$ cat src/rtl/nn_layer.sv
// nn_layer: NUM_NEURON binary neurons share one serial input stream and accumulate XNOR +/-1 steps.
// Define NN_LAYER_SAT_EN to saturate accumulators; by default they wrap modulo 2^ACC_WIDTH.
module nn_layer #(
  parameter int unsigned ACC_WIDTH  = 12,
  parameter int unsigned NUM_NEURON = 4,
  parameter int unsigned FAN_IN     = 16
) (
  input  logic                            clk,
  input  logic                            rst,
  input  logic                            in_valid,
  output logic                            in_ready,
  input  logic                            in_bit,
  input  logic [NUM_NEURON-1:0]           in_weight,
  output logic                            out_valid,
  input  logic                            out_ready,
  output logic [NUM_NEURON-1:0]           out_act,
  output logic [NUM_NEURON*ACC_WIDTH-1:0] out_acc
);

  localparam int unsigned CNT_WIDTH = (FAN_IN > 1) ? $clog2(FAN_IN) : 1;
  localparam logic [CNT_WIDTH-1:0] CntLast = CNT_WIDTH'(FAN_IN - 1);
  localparam logic [ACC_WIDTH-1:0] AccOne  = ACC_WIDTH'(1);

  localparam logic [0:0] StAcc = 1'b0;
  localparam logic [0:0] StOut = 1'b1;

  logic [0:0]           state_q, state_d;
  logic [CNT_WIDTH-1:0] cnt_q, cnt_d;
  logic                 in_fire, out_fire;

  assign in_ready  = (state_q == StAcc);
  assign out_valid = (state_q == StOut);
  assign in_fire   = in_valid & in_ready;
  assign out_fire  = out_valid & out_ready;

  always_comb begin
    state_d = state_q;
    cnt_d   = cnt_q;
    if (in_fire) begin
      if (cnt_q == CntLast) begin
        cnt_d   = '0;
        state_d = StOut;
      end else begin
        cnt_d = cnt_q + CNT_WIDTH'(1);
      end
    end else if (out_fire) begin
      state_d = StAcc;
    end
  end

  always_ff @(posedge clk) begin
    if (rst) begin
      state_q <= StAcc;
      cnt_q   <= '0;
    end else begin
      state_q <= state_d;
      cnt_q   <= cnt_d;
    end
  end

  for (genvar g = 0; g < NUM_NEURON; g++) begin : g_neuron
    logic [ACC_WIDTH-1:0] acc_q, acc_d;
    logic                 match;

    assign match = in_bit ~^ in_weight[g];

    always_comb begin
      acc_d = acc_q;
      if (out_fire) begin
        acc_d = '0;
      end else if (in_fire) begin
`ifdef NN_LAYER_SAT_EN
        // Hold at the two's-complement extremes instead of wrapping.
        if (match && (acc_q != {1'b0, {(ACC_WIDTH-1){1'b1}}})) begin
          acc_d = acc_q + AccOne;
        end else if (!match && (acc_q != {1'b1, {(ACC_WIDTH-1){1'b0}}})) begin
          acc_d = acc_q - AccOne;
        end
`else
        acc_d = match ? (acc_q + AccOne) : (acc_q - AccOne);
`endif
      end
    end

    always_ff @(posedge clk) begin
      if (rst) begin
        acc_q <= '0;
      end else begin
        acc_q <= acc_d;
      end
    end

    assign out_acc[g*ACC_WIDTH +: ACC_WIDTH] = acc_q;
    assign out_act[g] = ~acc_q[ACC_WIDTH-1];
  end

endmodule
$ cat config.mk
export PLATFORM = sky130hd
export DESIGN_NAME = nn_layer
export DESIGN_NICKNAME = d
export VERILOG_FILES = /design/src/rtl/nn_layer.sv
export SDC_FILE = /design/constraint.sdc
export NUM_CORES = 1
export LEC_CHECK = 0
export ABC_CLOCK_PERIOD_IN_PS = 2700
export CELL_PAD_IN_SITES_DETAIL_PLACEMENT = 2
export CELL_PAD_IN_SITES_GLOBAL_PLACEMENT = 2
export CORE_MARGIN = 2
export CORE_UTILIZATION = 30
export DETAILED_ROUTE_END_ITERATION = 6
export GPL_ROUTABILITY_DRIVEN = 0
export GPL_TIMING_DRIVEN = 0
export HOLD_SLACK_MARGIN = 0.03
export PLACE_DENSITY = 0.93
export REMOVE_ABC_BUFFERS = 1
export SYNTH_ARGS = -nofsm -noshare
export SYNTH_HDL_FRONTEND = slang
export SYNTH_SLANG_ARGS = --single-unit
$ cat constraint.sdc
create_clock -name clk -period 2.7 [get_ports clk]
set_input_delay 0.54 -clock clk [delete_from_list [all_inputs] [get_ports clk]]
set_output_delay 0.54 -clock clk [all_outputs]
set_load 0.05 [all_outputs]
After elaboration in Yosys (flattened, before gate mapping) --
Index checks and enable logic that the tools add are counted.
Word-level totals: word-level logic and storage cells 39, memory bits (writable) 0, register bits after elaboration 53, output and inout bits 54, bits in latches 0, memories kept 0, memory bits (read-only) 0
Cells by class: multiplexer cells 8, div/mod/pow operators 0, shift operators 0, reduce and logical (&&, ||, !) cells 3, equal/unequal tests 2, multipliers 0, add/subtract/negate cells 9, order comparisons 0, bitwise operators 11
Operators by type and width (number):
- adder 12 x 1 -> 12 bit (second input constant) | 4
- two-way mux 12 bit | 4
- subtractor 12 x 1 -> 12 bit (second input constant) | 4
- NOT 1 bit | 5
- adder 4 x 1 -> 4 bit (second input constant) | 1
- equality test 4 bit (second input constant) | 1
- two-way mux 4 bit | 1
- bitwise XNOR 1 bit | 4
- two-way mux 1 bit | 3
- bitwise AND 1 bit | 2
- inequality test 2 x 1 -> 1 bit (second input constant) | 1
- AND reduction 2 bit | 1
- nonzero test 2 bit | 1
- OR reduction 2 bit | 1

Depth between registers and ports, before layout --
word-level depth 4, mapped depth 11, mapped depth without buffers 8

Least setup slack after synthesis --
OpenSTA, ideal clock, no wires.
path kind input port to flip-flop, start point input port in_bit, end point register g_neuron[2].acc_q[10], setup slack 0.124 ns, stages on the path 8, buffers on the path 1, data arrival time 2.461 ns, required time 2.585 ns, path through buf_6 -> xnor2_2 -> xnor2_1 -> ha_1 -> or4_1 -> or3_1 -> and3_1 -> o21a_1
Between the ends: word-level cells in the longest chain between the ends 2
RTL lines:
- from (decl) | line 12 | input logic in_bit,
- bitwise XNOR 1 bit | line 65 | assign match = in_bit ~^ in_weight[g];
- two-way mux 12 bit | line 80 | acc_d = match ? (acc_q + AccOne) : (acc_q - AccOne);
- to (signal assigned) | line 87 | acc_q <= '0;
- to (signal assigned) | line 89 | acc_q <= acc_d;
- to (decl) | line 62 | logic [ACC_WIDTH-1:0] acc_q, acc_d;
No other way between the ends. A chain may end at the register's enable or synchronous reset.

Worst setup path in the final report --
Same ends and word-level chain as after synthesis.

==> flow_summary.yaml <==
die:
  dieArea_sq_um: 11800
  die_h_microns: 109
  initial_core_util_pct: 30.5
  die_x_microns: 109
  core_sq_um: 10700
  ioPinCount: 63
  rows: 38
critical_path:
  endpoint_kind: "flip-flop"
  arrival_ps: 2820
  startpoint_type: "input pin"
  crit_path_max_fanout: 8
  crit_type: "input pin to flip-flop"
  worst-endpoint-required_ps: 2900
timing:
  tightest_slew_ps: 1210
  setup_viol: 0
  finClkSkew_ps: 6.01
  period_needed_ps: 2620
  fmax_ghz: 0.382
  hold_viol: 0
  rsz0062_at_grt: "true"
  slew_headroom_pct: 19.5
  period_share_pct: 96.9
  slew_viol_final: 0
  fin_tns_setup_ps: 0
finish:
  fillCellCount: 1269
  area_delta_synth_final_pct: 27.9
  fin_nets: 498
  fin_area_sq_um: 4200
  n_antenna_cell: 0
  drive_gt1_share_pct: 6.40
flow_run:
  max_cap_viol_count: 0
clocking:
  clockRootBuffer: "clkbuf_8"
  cts_max_level: 2
  cts_buffers: 5
  cts_tree: "built"
  clk_latency_ps: 300
  cts_hold_buf: 0
  cts_sinks: 53
  clkTransAtPathRegs_ps: 90
  cts_buffer_depth: 2
synth:
  syn_area_per_cell_sq_um: 7.56
  yosys_warnings: 0
  ys_ff_latch: 53
  synth_edf_count: 0
  synth-seq-area-share_pct: 32.3
  yosys.cell_types.count: 51
  synth_ff_type: "dfxtp_1"
  syn_area_sq_um: 3280
  syn-instance-count: 434
  synthArstFlopShare_pct: 0
global_routing:
  gr-total-overflow: 0
  met3_usage_pct: 2.35
  grt_max_degree: 45
  met2_usage_pct: 35.9
  grt_pass1_wl_microns: 18100
  grt-busiest-layer: "met2"
  grt_pass1_vias: 3658
  met1_usage_pct: 23.1
  antenna_found_initial: 0
  grtUsageTotal_pct: 19.2
route:
  routed_via_density: 5.56
  drt_iter0_drc: 74
  drc: 0
  routedWlPerCell_microns: 17.9
  firstDrtPassIters: 5
  ant_nets: 0
  via_count: 3467
  routed_wl_microns: 11100
power_and_ir_drop:
  leakage_nw: 1.44
  total_power_mw: 2.90
  irDropWorstVdd_mv: 0.252
  cellPowerDensity_nw_per_um2: 692
outcome:
  status: "complete, no violations"
placed_design:
  io_buffer_count: 62
  hpwl_microns: 7820
  dpl_cell_area_sq_um: 3990
worst_hold_path:
  min_path_type: "flip-flop to flip-flop"
-- sequential cells by signal (all words and copies together), names as in the netlist --
signal          cells
g_neuron.acc_q     48
cnt_q               4
out_valid           1
-- Yosys cell counts (4+ instances only) --
master | instances | area, sq um
nor2_1 | 54 | 203
clkbuf_1 | 25 | 93.8
dfxtp_1 | 53 | 1060
and3_1 | 11 | 68.8
or4_1 | 6 | 45.0
nand2_1 | 37 | 139
or3_1 | 16 | 100
ha_1 | 5 | 62.6
inv_1 | 9 | 33.8
nand4_1 | 20 | 125
xor2_1 | 9 | 78.8
nor3_1 | 15 | 75.1
a21oi_1 | 36 | 180
nor4_1 | 12 | 75.1
o21ai_0 | 11 | 55.1
xnor2_1 | 31 | 272
nand3b_1 | 4 | 30.0
nand3_1 | 26 | 130
-- metrics by stage --
stage                     utilization (%)  hold slack, ps  worst slack, ps  instances
after floorplan                         -             460             49.1        407
after CTS                            38.6             519            -59.7        618
after detailed placement             37.1             505            -1310        610
after global placement               36.9             477            -1430        609
after global routing                 39.0             555            -7.05        624
final                                39.0             521             84.5        624
-- final cells by class --
type	instances	area [sq um]	share of cell area, %
tap	140	175	4.18
clock buffer	7	86.3	2.06
multi-input combinational	345	2150	51.4
timing repair buffer	70	684	16.3
inverter	9	33.8	0.805
sequential	53	1060	25.3
-- timing repair --
item                       4_1_cts  5_1_grt
pin swaps                        2        3
setup endpoints to repair       36        8
setup buffers                    1        6
gates resized for setup         14        3
-- cells by family (layout without fill, tap and decap cells) --
kind of cell | Yosys count | after routing | synth area share [%]
compound gates | 74 | 74 | 13.8
xor+xnor | 43 | 43 | 12.2
fa+ha+maj | 5 | 5 | 1.91
buf+inv | 36 | 86 | 4.39
flops | 53 | 53 | 32.3
mux | 4 | 4 | 1.26
simple gates | 219 | 219 | 34.1
-- routing by layer --
metal	routed length [microns]	vias up
li1	-	1655
met5	0	-
met2	5830	57
met1	4920	1745
met3	276	10
met4	121	0
-- worst max-delay path, stage by stage --
cell and delay, ps:
buf_2 420, xnor2_4 180, xnor2_1 90, ha_1 260
or4_1 550, or3_1 420, and3_1 200, o21a_1 160
-- cells in the final DEF, fill, tap and decap left out, drive strengths merged, types with 9 or more instances in the layout --
cell type	instances
and3	11
xor2	10
nor3	15
nand3	26
nor2	54
a21oi	36
buf	9
nand4	20
clkdlybuf4s50	59
xnor2	33
nand2	37
dfxtp	53
o21ai	11
inv	9
nor4	12
or3	16
-- final timing paths --
check                           startpoint                    end  slack [ps]  cells past startpoint
worst max-delay path                in_bit  g_neuron[2].acc_q[10]          80                      8
worst max register to register   out_valid  g_neuron[2].acc_q[11]         380                      5
worst min-delay path              cnt_q[1]               cnt_q[1]         520                      2
worst min register to register    cnt_q[1]               cnt_q[1]         520                      2
-- power by group --
group | switching (mW) | leakage (nW) | total (mW) | internal (mW)
clock | 0.262 | 0.0443 | 0.467 | 0.205
sequential | 0.202 | 0.434 | 1.09 | 0.890
combinational | 0.843 | 0.966 | 1.34 | 0.501
total | 1.31 | 1.44 | 2.90 | 1.60
(Power assumes the default switching activity.)
